==> src/rtl/ctrl_sequencer.sv <==
// Multi-cycle FETCH/DECODE/EX1/EX2 control sequencer for the 16-bit accumulator/register CPU.
// Optional WAIT_TIMEOUT_EN adds a bounded memory-wait counter and a bus_error pulse.
module ctrl_sequencer #(
   parameter int IR_W     = 16,
   parameter int REG_W    = 3,
   parameter int IMM_W    = 8,
   parameter int OPC_LSB  = 11,
   parameter int RD_LSB   = 8,
   parameter int RA_LSB   = 3,
   parameter int RB_LSB   = 6,
   parameter int MODE_BIT = 9,
   parameter int N_BIT    = 1,
   parameter int Z_BIT    = 0,
   parameter int TIMEOUT  = 16
) (
   input  logic             clk,
   input  logic             reset,
   input  logic [IR_W-1:0]  ir_in,
   input  logic [3:0]       status,
   input  logic             mem_ready,
   output logic             ir_load,
   output logic [1:0]       pc_sel,
   output logic             addr_sel,
   output logic             mem_rd,
   output logic             mem_wr,
   output logic             rf_we,
   output logic [REG_W-1:0] rf_wsel,
   output logic [REG_W-1:0] rf_asel,
   output logic [REG_W-1:0] rf_bsel,
   output logic             md_sel,
   output logic [IR_W-1:0]  const_out,
   output logic [2:0]       state_out,
   output logic             instr_done,
   output logic             illegal,
   output logic             halted
`ifdef WAIT_TIMEOUT_EN
   ,
   output logic             bus_error
`endif
);

   localparam logic [2:0] FETCH  = 3'd0;
   localparam logic [2:0] DECODE = 3'd1;
   localparam logic [2:0] EX1    = 3'd2;
   localparam logic [2:0] EX2    = 3'd3;
   localparam logic [2:0] HALT   = 3'd4;

   logic [2:0]       state;
   logic [2:0]       next_state;
   logic [IR_W-1:0]  ir;
   logic [2:0]       opc;
   logic             mode;
   logic             flag;
   logic [REG_W-1:0] rd_f;
   logic [REG_W-1:0] ra_f;
   logic [REG_W-1:0] rb_f;
   logic [IR_W-1:0]  imm_ext;
   logic             unused_bits;

   assign opc     = ir[OPC_LSB +: 3];
   assign mode    = ir[MODE_BIT];
   assign rd_f    = ir[RD_LSB +: REG_W];
   assign ra_f    = ir[RA_LSB +: REG_W];
   assign rb_f    = ir[RB_LSB +: REG_W];
   assign imm_ext = IR_W'(ir[IMM_W-1:0]);
   assign flag    = opc[0] ? status[N_BIT] : status[Z_BIT];

   assign unused_bits = ^{status, ir, 32'(TIMEOUT)};

`ifdef WAIT_TIMEOUT_EN
   localparam int CNT_W = $clog2(TIMEOUT + 1);

   logic [CNT_W-1:0] stall_cnt;
   logic             stalled;
   logic             timeout_hit;

   assign stalled     = ((state == FETCH) || (state == EX1 && opc == 3'b001)) && !mem_ready;
   assign timeout_hit = stalled && (stall_cnt == CNT_W'(TIMEOUT - 1));

   // Counter restarts whenever the state moves or a timeout forces a FETCH retry.
   always_ff @(posedge clk) begin
      if (reset || timeout_hit || (next_state != state)) begin
         stall_cnt <= '0;
      end else if (stalled) begin
         stall_cnt <= stall_cnt + 1'b1;
      end
   end
`endif

   always_ff @(posedge clk) begin
      if (reset) begin
         state <= FETCH;
         ir    <= '0;
      end else begin
         state <= next_state;
         if (ir_load) begin
            ir <= ir_in;
         end
      end
   end

   assign state_out = reset ? 3'd0 : state;

   // Every output stays at zero while reset is high, even before the state register clears.
   always_comb begin
      next_state = state;
      ir_load    = 1'b0;
      pc_sel     = 2'b00;
      addr_sel   = 1'b0;
      mem_rd     = 1'b0;
      mem_wr     = 1'b0;
      rf_we      = 1'b0;
      rf_wsel    = '0;
      rf_asel    = '0;
      rf_bsel    = '0;
      md_sel     = 1'b0;
      const_out  = '0;
      instr_done = 1'b0;
      illegal    = 1'b0;
      halted     = 1'b0;
`ifdef WAIT_TIMEOUT_EN
      bus_error  = 1'b0;
`endif
      if (!reset) begin
         case (state)
            FETCH: begin
               mem_rd = 1'b1;
               if (mem_ready) begin
                  ir_load    = 1'b1;
                  pc_sel     = 2'b01;
                  next_state = DECODE;
               end
            end
            DECODE: next_state = EX1;
            EX1: begin
               case (opc)
                  3'b111, 3'b110: begin
                     if (flag) begin
                        pc_sel    = 2'b10;
                        const_out = imm_ext;
                     end
                     instr_done = 1'b1;
                     next_state = FETCH;
                  end
                  3'b001: begin
                     addr_sel = 1'b1;
                     rf_asel  = ra_f;
                     if (mode) begin
                        mem_wr  = 1'b1;
                        rf_bsel = rb_f;
                        if (mem_ready) begin
                           instr_done = 1'b1;
                           next_state = FETCH;
                        end
                     end else begin
                        mem_rd = 1'b1;
                        if (mem_ready) begin
                           next_state = EX2;
                        end
                     end
                  end
                  3'b100: begin
                     rf_we      = 1'b1;
                     rf_wsel    = rd_f;
                     const_out  = imm_ext;
                     instr_done = 1'b1;
                     next_state = FETCH;
                  end
                  3'b000: begin
                     instr_done = 1'b1;
                     next_state = FETCH;
                  end
                  3'b010:  next_state = HALT;
                  default: begin
                     illegal    = 1'b1;
                     next_state = FETCH;
                  end
               endcase
            end
            EX2: begin
               rf_we      = 1'b1;
               rf_wsel    = rd_f;
               md_sel     = 1'b1;
               instr_done = 1'b1;
               next_state = FETCH;
            end
            HALT:    halted = 1'b1;
            default: next_state = FETCH;
         endcase
`ifdef WAIT_TIMEOUT_EN
         if (timeout_hit) begin
            bus_error  = 1'b1;
            mem_rd     = 1'b0;
            mem_wr     = 1'b0;
            next_state = FETCH;
         end
`endif
      end
   end

endmodule

==> config.mk <==
export PLATFORM = sky130hd
export DESIGN_NAME = ctrl_sequencer
export DESIGN_NICKNAME = d
export VERILOG_FILES = /design/src/rtl/ctrl_sequencer.sv
export SDC_FILE = /design/constraint.sdc
export NUM_CORES = 1
export LEC_CHECK = 0
export CAP_MARGIN = 20
export CORE_ASPECT_RATIO = 0.9
export CORE_MARGIN = 1
export CORE_UTILIZATION = 40
export CTS_CLUSTER_SIZE = 20
export DETAILED_ROUTE_END_ITERATION = 10
export PLACE_DENSITY = 0.85
export SYNTH_ARGS = -nofsm -noshare
export SYNTH_HDL_FRONTEND = slang
export SYNTH_SLANG_ARGS = --single-unit
==> constraint.sdc <==
create_clock -name clk -period 5 [get_ports clk]
set_input_delay 0.75 -clock clk [delete_from_list [all_inputs] [get_ports clk]]
set_output_delay 0.75 -clock clk [all_outputs]
set_load 0.02 [all_outputs]
Word level (Yosys, flattened, before mapping)
Cells that the tools add are included.
{"block": "op_classes", "eq_ne": 11, "n_mux": 55, "n_bitwise": 1, "n_reduce_logical": 6}
{"op": "$mux 3", "n": 14}
{"op": "$mux 1", "n": 26}
{"op": "$mux 8", "n": 3}
{"op": "$pmux 8 s2", "n": 1}
{"op": "$eq 3x3->1 const B", "n": 4}
{"op": "$pmux 3 s2", "n": 2}
{"op": "$pmux 3 s4", "n": 1}
{"op": "$eq 3x2->1 const B", "n": 3}
{"op": "$pmux 1 s2", "n": 4}
{"op": "$eq 3x1->1 const B", "n": 2}
{"op": "$logic_not 3->1", "n": 2}
{"op": "$mux 2", "n": 3}
{"op": "$reduce_or 6->1", "n": 1}
{"op": "$pmux 2 s2", "n": 1}
{"op": "$reduce_or 4->1", "n": 1}
{"op": "$ne 3x3->1 const B", "n": 1}
{"op": "$reduce_and 3->1", "n": 1}
{"op": "$ne 2x2->1 const B", "n": 1}
{"op": "$reduce_or 2->1", "n": 1}
{"op": "$not 1->1", "n": 1}
{"block": "word_totals", "regBits": 17, "input_bits": 23}

Logic depth before layout (Yosys ltp)
{"block": "logic_depth", "depth_word": 5, "ltp_mapped": 4}

Worst setup path before layout
Ideal clock, no wire load.
{"block": "synth_path", "path_kind": "input-to-output", "from": "input port reset", "to": "output port pc_sel[1]", "t_required_ns": 4.250, "stages": 2, "arrival_ns": 1.963, "path_slack_ns": 2.287, "path_buffers": 0, "path_cell_list": "or4b_4 nor4_1"}
{"block": "synth_via", "elab_chain_cells": 1}
{"element": "start, declared", "line_no": "17", "rtl": "input logic reset,"}
{"element": "$mux 2", "line_no": "124", "rtl": "if (!reset) begin"}
{"element": "end, declared", "line_no": "22", "rtl": "output logic [1:0] pc_sel,"}
No other way between the ends.

Final worst setup path
{"block": "layout_path", "from": "input port reset", "to": "output port const_out[7]"}
{"block": "layout_via", "elab_chain_cells": 1}
{"element": "$mux 8", "line_no": "124"}
{"element": "end, declared", "line_no": "31", "rtl": "output logic [IR_W-1:0] const_out,"}
No other way between the ends.

==> out/qor.json <==
{
  "end_kind": {"value": "output port"},
  "timing.slew.headroom": {"value": 28.76, "unit": "%"},
  "hold_path_sink": {"value": "ir[10]"},
  "switching_power": {"value": 0.09100, "unit": "mW"},
  "drv.max_cap_violation_count": {"value": 0},
  "die_y": {"value": 50.52, "unit": "um"},
  "stdcell_count": {"value": 205},
  "synth.cell_area": {"value": 1046, "unit": "um2"},
  "fillCellCount": {"value": 219},
  "wire_length_of_the_first_global_routing_pass": {"value": 4823, "unit": "um"},
  "total_global_route_track_usage": {"value": 21.79, "unit": "%"},
  "avgViaCountPerCell": {"value": 5.478},
  "skew": {"value": 4.395, "unit": "ps"},
  "drt-wirelength-per-cell": {"value": 14.25, "unit": "um"},
  "ys_flop_type": {"value": "dfxtp_1"},
  "detailed_place_hpwl": {"value": 2089, "unit": "um"},
  "numPortBuffers": {"value": 49},
  "postRouteAntennaNets": {"value": 0},
  "report.power.total": {"value": 0.2951, "unit": "mW"},
  "min_path_cells": {"value": 2},
  "preCtsSetupSlack": {"value": 1017, "unit": "ps"},
  "placeableCoreArea": {"value": 2467, "unit": "um2"},
  "grt_setup_unrepaired": {"value": "false"},
  "synthToLayoutAreaGrowth": {"value": 48.45, "unit": "%"},
  "clock-sinks": {"value": 17},
  "design.die.area": {"value": 2824, "unit": "um2"},
  "synthTopCellsByArea": {"value": "dfxtp_1 (33%), and2_1 (7.2%), nand3_1 (6.7%)"},
  "routed_wl": {"value": 2921, "unit": "um"},
  "arrival": {"value": 3200, "unit": "ps"},
  "drt_pass_1_iters": {"value": 4},
  "crit_path_start_kind": {"value": "input port"},
  "place_congestion": {"value": 0.8341},
  "antenna_cells": {"value": 0},
  "critPathMaxFanout": {"value": 24},
  "worst-r2r-setup-slack": {"value": 3360, "unit": "ps"},
  "final_setup_viols": {"value": 0},
  "ff_latch_area": {"value": 340.3, "unit": "um2"},
  "finalNetCount": {"value": 201},
  "postCtsSetupBuffers": {"value": 0},
  "multi_input_area": {"value": 629.4, "unit": "um2"},
  "power.switching_fraction": {"value": 30.84, "unit": "%"},
  "number_of_buffers_added_by_the_clock_tree_synthesis_step": {"value": 3},
  "num_rows": {"value": 17},
  "floorplan.initialDensity": {"value": 42.39, "unit": "%"},
  "clock_tree.root_cell": {"value": "clkbuf_4"},
  "cts.reportedPaths.clkPinSlew": {"value": 100, "unit": "ps"},
  "r2r_end": {"value": "ir[1]"},
  "detailed_route_via_count": {"value": 1123},
  "timing.final.hold_violations": {"value": 0},
  "clockBufferDepth": {"value": 2},
  "timing.hold.worst.class": {"value": "reg2reg"},
  "holdCritStartpoint": {"value": "ir[10]"},
  "tritoncts": {"value": "built"},
  "synth_area_leader_cell": {"value": "dfxtp_1"},
  "power_frac_clock": {"value": 25.2, "unit": "%"},
  "worst_hold_slack": {"value": 485.0, "unit": "ps"},
  "cts-hold-fix-buffers": {"value": 0},
  "grt_start_max_net_pins": {"value": 25},
  "synth_seq_area_share": {"value": 32.54, "unit": "%"},
  "finalWorstPathRequiredPeriod": {"value": 3950, "unit": "ps"},
  "r2r_cells": {"value": 3},
  "number_of_global_route_vias_before_repair": {"value": 1063},
  "post_synth_num_cell_types": {"value": 34},
  "post_cts_resized": {"value": 0},
  "timing_worst_slew_pin_value": {"value": 1066, "unit": "ps"},
  "p_int": {"value": 0.2041, "unit": "mW"},
  "syn-instance-count": {"value": 130},
  "share_seq_of_total_power": {"value": 51.5, "unit": "%"},
  "htree_num_levels": {"value": 1},
  "crit-reg2reg-launch": {"value": "state[2]"},
  "worst-endpoint-required": {"value": 4250, "unit": "ps"},
  "power_density": {"value": 190.0, "unit": "nW/um2"},
  "synth_async_sr_flop_share": {"value": 0, "unit": "%"},
  "ys_seq_elements": {"value": 17},
  "yosysWarningCount": {"value": 0},
  "place_inst": {"value": 201},
  "grt.overflow.total": {"value": 0},
  "antenna_violations_before_repair": {"value": 0},
  "fin_crit_sh": {"value": 79.00, "unit": "%"},
  "finalMaxSlewViolations": {"value": 0},
  "io-pin-count": {"value": 62},
  "synth.top_cell.area_share": {"value": 32.54, "unit": "%"},
  "drc_errors": {"value": 0},
  "fmax": {"value": 253.2, "unit": "MHz"},
  "chipWidth": {"value": 55.91, "unit": "um"},
  "path_class": {"value": "in2out"},
  "p_comb_share": {"value": 23.3, "unit": "%"},
  "outcome": {"value": "completed"},
  "postLayoutSetupSlackWorst": {"value": 1050, "unit": "ps"},
  "drive_gt1_share": {"value": 6.780, "unit": "%"},
  "setup_total_negative_slack": {"value": 0, "unit": "ps"},
  "drt_iter0_drc": {"value": 18},
  "static-leakage-power": {"value": 0.5607, "unit": "nW"},
  "synthesis.area_per_instance": {"value": 8.046, "unit": "um2"},
  "synth_enable_flop_cells": {"value": 0},
  "vdd_ir_drop_max": {"value": 0.0001630, "unit": "V"},
  "worstSkewPairLatency": {"value": 290, "unit": "ps"}
}
[worst max path at each step]
| stage | slack (ps) | startpoint | depth (start not counted) | to |
|---|---|---|---|---|
| 3_5_place_dp | 1020 | reset | 6 | const_out[7] |
| 5_1_grt | 920 | reset | 6 | const_out[7] |
| 3_3_place_gp | 1040 | reset | 6 | const_out[7] |
| 2_1_floorplan | 2290 | reset | 2 | pc_sel[1] |
| 4_1_cts | 1010 | reset | 6 | const_out[7] |
| 6_report | 1050 | reset | 6 | const_out[7] |
[power groups by stage]
stage,registers [mW],clock network (mW),logic (mW)
floorplan,0.152,0,0.0453
global placement,0.154,0,0.0661
detailed placement,0.155,0,0.0677
CTS,0.152,0.0754,0.0685
global route,0.154,0.0816,0.0740
finish,0.152,0.0744,0.0686
[per-layer routing]
metal | part of all wire [%] | GRT usage [%] | routed length [um] | vias to the layer above
li1 | - | - | - | 541
met1 | 45 | 27.37 | 1301 | 522
met2 | 46 | 35.34 | 1352 | 56
met3 | 8.3 | 6.959 | 242 | 4
met4 | 0.86 | 7.724 | 25 | 0
met5 | 0 | 0 | 0 | -
[layout by cell type (no fill, tap or decap), drive strengths merged, types with 2 or more instances in the layout]
cell type      Yosys  final
clkdlybuf4s50      0     49
dfxtp             17     17
nand3             14     14
and2              12     12
o21ai             12     12
a21oi             10     10
conb               1      8
nor2b              7      7
and3               5      5
inv                4      4
nor3               4      4
nand2b             3      3
nor2               3      3
o31ai              3      3
clkbuf             6      3
nor3b              2      2
a31oi              2      2
buf                9      2
or4b               2      2
a2111oi            2      2
[critical path: stages]
cell,delay [ps]
clkdlybuf4s50_1,390
buf_4,210
or4b_4,550
a2111oi_4,470
and3_1,220
clkdlybuf4s50_1,600
[Yosys cell counts, types with 2 or more instances]
library cell  instances
nor2b_1               7
nor3_1                4
dfxtp_1              17
o31ai_1               3
and2_1               12
clkbuf_1              6
o21ai_0              12
nand2b_1              3
a21oi_1              10
buf_4                 8
a31oi_1               2
nor2_1                3
nor3b_1               2
inv_1                 4
nand3_1              14
and3_1                5
[metrics by stage]
step	area [um2]	utilization [%]
after floorplan	1072	-
after global placement	1525	61.82
after detailed placement	1525	61.82
after CTS	1553	62.93
after global routing	1553	62.93
final	1553	62.93
[flip-flops by register name, summed over array words and instances, names as in the netlist]
name   count
ir        14
state      3
[layout make-up]
class                      count  area share, %
clock buffer                   3          1.450
clock inverter                 1         0.3223
inverter                       4         0.9670
multi-input combinational    101          40.53
sequential                    17          21.92
tap                           28          2.256
timing repair buffer          51          32.55
[cells by family after synthesis]
logic type	Yosys count	share of synthesized area [%]
AO/OA/AOI/OAI	32	20.34
XOR/XNOR	1	0.8375
buffers and inverters	19	9.808
flip-flops	17	32.54
multiplexers	1	0.9570
other	1	0.3585
AND/OR/NAND/NOR	59	35.17
No activity file was read; power rests on OpenSTA's default activity.
